**src/rtl/mem_access_stage.sv**
```systemverilog
// MEM pipeline stage in front of the 32-word byte-writable data RAM: drives address,
// byte enables and aligned store data, extends load data and hands results to WB.
// Optional macro MEM_ALIGN_CHECK_EN adds misaligned halfword/word address exceptions.
module mem_access_stage #(
  parameter int LOAD_WAIT = 1
) (
  input  logic        clk,
  input  logic        rst,
  input  logic        exe_valid,
  output logic        mem_allow_in,
  input  logic [3:0]  exe_mem_op,
  input  logic [31:0] exe_result,
  input  logic [31:0] exe_store_data,
  input  logic [4:0]  exe_rd,
  input  logic        exe_rf_wen,
  input  logic        wb_allow_in,
  output logic        mem_valid_out,
  output logic [31:0] mem_result,
  output logic [4:0]  mem_rd,
  output logic        mem_rf_wen,
  output logic        mem_exc,
  output logic [3:0]  dm_wen,
  output logic [4:0]  dm_addr,
  output logic [31:0] dm_wdata,
  input  logic [31:0] dm_rdata
);
  typedef enum logic [3:0] {
    OP_NOP = 4'd0, OP_LB = 4'd1, OP_LBU = 4'd2, OP_LH = 4'd3, OP_LHU = 4'd4,
    OP_LW = 4'd5, OP_SB = 4'd6, OP_SH = 4'd7, OP_SW = 4'd8
  } op_e;

  localparam logic [2:0] WAIT_C = 3'(LOAD_WAIT);

  logic        mem_v;
  logic [3:0]  op;
  logic [31:0] addr;
  logic [31:0] sdata;
  logic [4:0]  rd;
  logic        rf_wen;
  logic [2:0]  cnt;
  logic        st_done;

  logic is_load, is_store, exc, mem_done, capture;
  logic [7:0]  lbyte;
  logic [15:0] lhalf;

  assign is_load  = (op >= OP_LB) && (op <= OP_LW);
  assign is_store = (op >= OP_SB) && (op <= OP_SW);

`ifdef MEM_ALIGN_CHECK_EN
  assign exc = (((op == OP_LH) || (op == OP_LHU) || (op == OP_SH)) && addr[0]) ||
               (((op == OP_LW) || (op == OP_SW)) && (addr[1:0] != 2'b00));
`else
  assign exc = 1'b0;
`endif

  // A faulting load has nothing to wait for, so it completes at once.
  assign mem_done      = is_load ? (exc || (cnt == WAIT_C)) : 1'b1;
  assign mem_valid_out = mem_v & mem_done;
  assign mem_allow_in  = !mem_v | (mem_done & wb_allow_in);
  assign capture       = exe_valid & mem_allow_in;

  assign mem_rd     = rd;
  assign mem_rf_wen = rf_wen & !exc;
  assign mem_exc    = mem_valid_out & exc;
  assign dm_addr    = addr[6:2];

  always_ff @(posedge clk) begin
    if (rst) begin
      mem_v   <= 1'b0;
      op      <= '0;
      addr    <= '0;
      sdata   <= '0;
      rd      <= '0;
      rf_wen  <= 1'b0;
      cnt     <= '0;
      st_done <= 1'b0;
    end else if (capture) begin
      mem_v   <= 1'b1;
      op      <= exe_mem_op;
      addr    <= exe_result;
      sdata   <= exe_store_data;
      rd      <= exe_rd;
      rf_wen  <= exe_rf_wen;
      cnt     <= '0;
      st_done <= 1'b0;
    end else begin
      if (mem_valid_out && wb_allow_in) mem_v <= 1'b0;
      if (mem_v && is_load && (cnt != WAIT_C)) cnt <= cnt + 3'd1;
      // Once the write has been issued it must not repeat while WB stalls.
      if (mem_v && is_store) st_done <= 1'b1;
    end
  end

  always_comb begin
    dm_wen = 4'b0000;
    if (mem_v && !st_done && !exc) begin
      case (op)
        OP_SB:   dm_wen = 4'b0001 << addr[1:0];
        OP_SH:   dm_wen = addr[1] ? 4'b1100 : 4'b0011;
        OP_SW:   dm_wen = 4'b1111;
        default: dm_wen = 4'b0000;
      endcase
    end
  end

  always_comb begin
    case (op)
      OP_SB:   dm_wdata = {4{sdata[7:0]}};
      OP_SH:   dm_wdata = {2{sdata[15:0]}};
      default: dm_wdata = sdata;
    endcase
  end

  always_comb begin
    case (addr[1:0])
      2'd0:    lbyte = dm_rdata[7:0];
      2'd1:    lbyte = dm_rdata[15:8];
      2'd2:    lbyte = dm_rdata[23:16];
      default: lbyte = dm_rdata[31:24];
    endcase
    lhalf = addr[1] ? dm_rdata[31:16] : dm_rdata[15:0];
    case (op)
      OP_LB:   mem_result = {{24{lbyte[7]}}, lbyte};
      OP_LBU:  mem_result = {24'd0, lbyte};
      OP_LH:   mem_result = {{16{lhalf[15]}}, lhalf};
      OP_LHU:  mem_result = {16'd0, lhalf};
      OP_LW:   mem_result = dm_rdata;
      default: mem_result = addr;
    endcase
  end
endmodule

```
**config.mk**
```make
export PLATFORM = sky130hd
export DESIGN_NAME = mem_access_stage
export DESIGN_NICKNAME = d
export VERILOG_FILES = /design/src/rtl/mem_access_stage.sv
export SDC_FILE = /design/constraint.sdc
export NUM_CORES = 1
export LEC_CHECK = 0
export BUFFER_PORTS_ARGS = -buffer_cell sky130_fd_sc_hd__buf_2
export CELL_PAD_IN_SITES_DETAIL_PLACEMENT = 0
export CELL_PAD_IN_SITES_GLOBAL_PLACEMENT = 1
export CORE_AREA = 2 2 116 118
export CTS_CLUSTER_DIAMETER = 80
export CTS_CLUSTER_SIZE = 16
export DETAILED_ROUTE_END_ITERATION = 7
export DIE_AREA = 0 0 118 120
export MAX_ROUTING_LAYER = met4
export PLACE_DENSITY = 0.85
export SLEW_MARGIN = 20
export SYNTH_ARGS = -nofsm -noshare
export SYNTH_HDL_FRONTEND = slang
export SYNTH_SLANG_ARGS = --single-unit
```
**constraint.sdc**
```tcl
create_clock -name clk -period 3.9 [get_ports clk]
set_input_delay 0.585 -clock clk [delete_from_list [all_inputs] [get_ports clk]]
set_output_delay 0.585 -clock clk [all_outputs]
set_load 0.02 [all_outputs]
```
# [Word-level counts from Yosys, hierarchy flattened]
# Cells that the tools add are included.
[word_totals] word_cells=52 input_bits=110 regBits=79
[op_classes] magnitude_cmp=4 mux=10 n_addsub=1 n_eq_ne=12 n_bitwise=4 n_reduce_logical=12 shifts=1
[ops] cell="32-bit case mux with 5 select lines" count=1
[ops] cell="32-bit case mux with 2 select lines" count=1
[ops] cell="8-bit case mux with 3 select lines" count=1
[ops] cell="4-bit by 3-bit == test with 1-bit output (second input constant)" count=4
[ops] cell="16-bit two-way mux" count=1
[ops] cell="4-bit case mux with 3 select lines" count=1
[ops] cell="4-bit by 2-bit == test with 1-bit output (second input constant)" count=2
[ops] cell="4-bit two-way mux" count=2
[ops] cell="1-bit logical AND" count=7
[ops] cell="4-bit by 1-bit == test with 1-bit output (second input constant)" count=1
[ops] cell="4-bit == test (second input constant)" count=1
[ops] cell="4-bit by 1-bit >= comparator with 1-bit output (second input constant)" count=1
[ops] cell="4-bit by 3-bit >= comparator with 1-bit output (second input constant)" count=1
[ops] cell="4-bit by 3-bit <= comparator with 1-bit output (second input constant)" count=1
[ops] cell="4-bit <= comparator (second input constant)" count=1
[ops] cell="1-bit by 2-bit left shift with 4-bit output (first input constant)" count=1
[ops] cell="3-bit by 1-bit adder with 3-bit output (second input constant)" count=1
[ops] cell="1-bit AND" count=3
[ops] cell="3-bit by 1-bit == test with 1-bit output (second input constant)" count=1
[ops] cell="1-bit two-way mux" count=3
[ops] cell="3-bit by 1-bit inequality test with 1-bit output (second input constant)" count=1
[ops] cell="2-bit by 1-bit == test with 1-bit output (second input constant)" count=1
[ops] cell="2-bit == test (second input constant)" count=1
[ops] cell="1-bit zero test" count=2
[ops] cell="other kinds (4)" count=4

# [Logic depth before layout (Yosys ltp)]
[depth] ltp_word=7 depth_mapped=9 mapped_depth_nobuf=6

# [Worst setup path before layout]
# Ideal clock, no wire load.
[synth_timing] path_kind="input-to-output" start="input port dm_rdata[31]" end="output port mem_result[17]" path_stages=5 t_arrival_ns=1.902 slack_ns=1.413 required_time_ns=3.315 cell_sequence="mux4_2 o21a_4 a211oi_4 buf_6 a21oi_1"
[synth_between] elab_chain_cells=2 elab_cells_between_ends=3 cone_classes="3 x mux"
[synth_lines] element="start: declaration" line="25" source="input logic [31:0] dm_rdata"
[synth_lines] element="8-bit case mux with 3 select lines or 16-bit two-way mux (tied branches)" line="116, 122"
[synth_lines] element="32-bit case mux with 5 select lines *" line="123" source="case (op)"
[synth_lines] element="end: declaration" line="18" source="output logic [31:0] mem_result,"
# Mark *: on every way between the ends. The rest lies on a longest branch, timed or not.

# [Worst setup path after layout]
[layout_timing] start="register op[1]" end="output port mem_result[9]"
[layout_between] elab_chain_cells=2 elab_cells_between_ends=6 cone_classes="5 x eq/ne; 1 x mux"
[layout_lines] element="start: declaration" line="35" source="logic [3:0] op;"
[layout_lines] element="start signal: assignment" line="80" source="op <= exe_mem_op;"
[layout_lines] element="4-bit by 3-bit == test with 1-bit output, or another cell as far along" line="123"
[layout_lines] element="32-bit case mux with 5 select lines *" line="123"
# Marked as above.

==> key figures <==
Outcome
  • Status: finished clean

Synth
  • Seq/Total Area, Yosys: 34.7%
  • Post-Syn Instances: approximately 600
  • Yosys top cell area share: 34.7%
  • Count leader, synth: a21oi_1
  • Post-synth ARST share: 0%
  • List of most frequent post-synthesis cells: 108 x a21oi_1, 86 x o21ai_0, 79 x dfxtp_1
  • Count of different cell masters after synthesis: between 50 and 60
  • Yosys warning count: 0
  • Seq cells post-synth: 79
  • Post-synthesis cell area: 4560 µm²
  • Top FF cell, synth: dfxtp_1
  • Synth top area cells: dfxtp_1 35%, a21oi_1 12%, o21ai_0 9.4%
  • Number of synthesized flops with an enable pin: 0
  • Post-Synthesis Net Count: ~730
  • Dominant cell type by area after synthesis: dfxtp_1
  • Syn_area_per_cell: around 7.4 µm²

Route
  • Routed WL: approximately 17000 µm
  • Vias per cell: 5.51
  • DRC errors left: 0
  • DR top layer: met4
  • Met3 routed WL: between 1000 and 1500 µm
  • Length of routed met2 wiring: slightly above 8000 µm
  • Number of routed nets with antenna violations: 0
  • DR iter-0 viols: roughly 330
  • Via count: 5143
  • DR WL/cell: between 15 and 20 µm
  • Metal-1 WL: 7410 µm
  • DRT Pass-1 Iters: 5

Placed design
  • Final GP Congestion: 0.954
  • Place WS: 0.899 ns
  • Port bufs: between 150 and 200
  • HPWL Detailed: approximately 12000 µm

Floorplanning
  • CORE AREA: around 13000 µm²
  • Die width: around 120 µm
  • Die span in y: between 100 and 150 µm
  • Die area: between 10000 and 15000 µm²
  • Rows: 42
  • Top Ports: 192
  • Starting Density: a little over a third

Pwr
  • Leakage: roughly 2.5 nW
  • IR drop worst, VDD: 0.158 mV
  • P per Cell Area: 436 nW/µm²

Worst setup path
  • Critical-path top delay cell: dfxtp_1
  • Crit-path leading delay family: compound AO/OA/AOI/OAI gates
  • Largest fanout on the critical path: 18
  • Required @ worst endpoint: 3.31 ns
  • CP arrival: between 2 and 3 ns
  • Setup crit end kind: output port
  • Startpoint Class: flop
  • Crit path buffers/inverters: 1
  • CP Class: flop to output port
  • Crit-path cells: or4bb_1, o221ai_2, a22oi_1, a21oi_1, buf_2
  • Crit-path max cell delay: approximately 0.69 ns

STA
  • PnR worst setup slack: 0.657 ns
  • Max-slew violation count: 0
  • Final hold viol count: 0
  • Final TNS setup: 0 ns
  • Worst clock skew: 0.0100 ns
  • Fin crit share: 83.1%
  • Post-route minimum period: 3.24 ns
  • Final setup viols: 0
  • F_max: 0.308 GHz
  • Relative slew slack: 27.3%
  • Worst Tran Pin Value: 1.09 ns
  • Final hold slack: approximately 0.47 ns
  • Unrepaired setup endpoints after global routing: no

Clocking
  • Hold buffers post-CTS: 0
  • H-tree levels: 3
  • Sink Count: 79
  • Post-cts sizing count: 0
  • Total CTS buffers: 9
  • TritonCTS clock tree: yes
  • Clock tree buffer depth: 2
  • Postcts setup bufs: 0
  • Root buffer cell: clkbuf_16
  • Worst skew pair latency: around 0.34 ns
  • Register clock-pin slew on the reported worst setup and hold paths: roughly 0.060 ns

Worst hold path
  • HP Class: flop to flop

Global routing
  • Initial antenna violation count: 0
  • First-pass GRT wire length: around 27000 µm
  • Total grt overflow: 0
  • Vias in the first global route: 5075
  • GRT Total Usage: between 20% and 30%
  • Pin count of the biggest net entering global routing: between 70 and 80

Layout
  • # diodes: 0
  • Layout cell share with drive strength beyond 1: between 30% and 40%
  • Layout Nets: 866
  • Layout area overhead: 27.0%

Flow run
  • Max-Cap Viols: 0
-- report_power, final --
group | total [mW] | switching, mW | leakage [nW] | internal, mW
Clock | 0.964 | 0.339 | 0.163 | 0.624
Sequential | 0.907 | 0.0469 | 0.649 | 0.860
Combinational | 0.654 | 0.424 | 1.66 | 0.230
Total | 2.52 | 0.811 | 2.47 | 1.71
-- metal layers --
| metal | GRT usage, % | up-vias |
|---|---|---|
| li1 | - | 2460 |
| met1 | 29.3 | 2416 |
| met2 | 40.9 | 236 |
| met3 | 5.13 | 31 |
| met4 | 8.73 | 0 |
| met5 | - | - |
-- final timing paths --
kind | startpoint | to | slack, ns | depth (start not counted)
setup reg to reg | op[1] | addr[2] | 1.27 | 5
hold / removal | st_done | st_done | 0.47 | 2
hold reg to reg | st_done | st_done | 0.47 | 2
setup / recovery | op[1] | mem_result[9] | 0.66 | 5
-- worst register-to-register path: cells and delay by family (launching register included) --
kind,cells,cell delay (ns)
buf+inv,1,0.43
flops,1,0.69
simple gates,2,1.11
compound gates,2,0.33
-- cells in the final DEF (no fill, tap or decap), types with 2 or more instances in the layout --
| cell type | n |
|---|---|
| clkinv_4 | 2 |
| and3_1 | 2 |
| or2_2 | 3 |
| nand3b_1 | 2 |
| a21oi_1 | 107 |
| or4bb_1 | 2 |
| ha_1 | 2 |
| o2bb2ai_1 | 5 |
| nor3_1 | 4 |
| inv_1 | 7 |
| xnor2_1 | 3 |
| nor2_1 | 35 |
| clkbuf_16 | 9 |
| nand2_1 | 52 |
| bufinv_16 | 3 |
| a21o_1 | 2 |
| dfxtp_1 | 79 |
| buf_2 | 190 |
| a211oi_1 | 2 |
| nand3_1 | 75 |
| nor2b_1 | 4 |
| a22oi_1 | 7 |
| nand2b_1 | 2 |
| mux2i_1 | 15 |
| o21ai_0 | 86 |
| mux2_2 | 9 |
| buf_4 | 11 |
| or3_1 | 2 |
| o21bai_1 | 3 |
| a221o_1 | 6 |
-- cell type report --
cell class,count,area [µm²]
Clock inverter,5,108
Inverter,8,30.0
Multi-Input combinational cell,455,2580
Fill cell,1372,7190
Timing Repair Buffer,201,1030
Sequential cell,79,1580
Clock buffer,10,229
Tap cell,176,220
-- through the flow --
step | utilization (%) | cell area [µm²] | cells | power (mW)
6_report | 44.6 | 5790 | 934 | 2.52
5_1_grt | 44.6 | 5790 | 934 | 2.65
4_1_cts | 44.6 | 5790 | 934 | 2.55
3_5_place_dp | 42.0 | 5450 | 919 | 1.58
3_3_place_gp | 42.0 | 5450 | 919 | 1.57
2_1_floorplan | - | 4560 | 614 | 1.34
-- cell families after synthesis --
group / count (synthesis) / synth area share, %
xor gates and xnor gates: 3 / 0.577
other: 1 / 0.0823
DFF: 79 / 34.7
and+or+nand+nor: 190 / 19.6
adders and majority gates: 2 / 0.549
muxes: 25 / 6.01
buffers and inverters: 80 / 8.84
AOI/OAI and AO/OA: 234 / 29.6
-- state kept, by name, summed over array words and instances (netlist names) --
name	count
addr	32
cnt	3
mem_rd	5
mem_rf_wen	1
mem_v	1
op	4
sdata	32
st_done	1
Power figures use the tool's default switching activity.
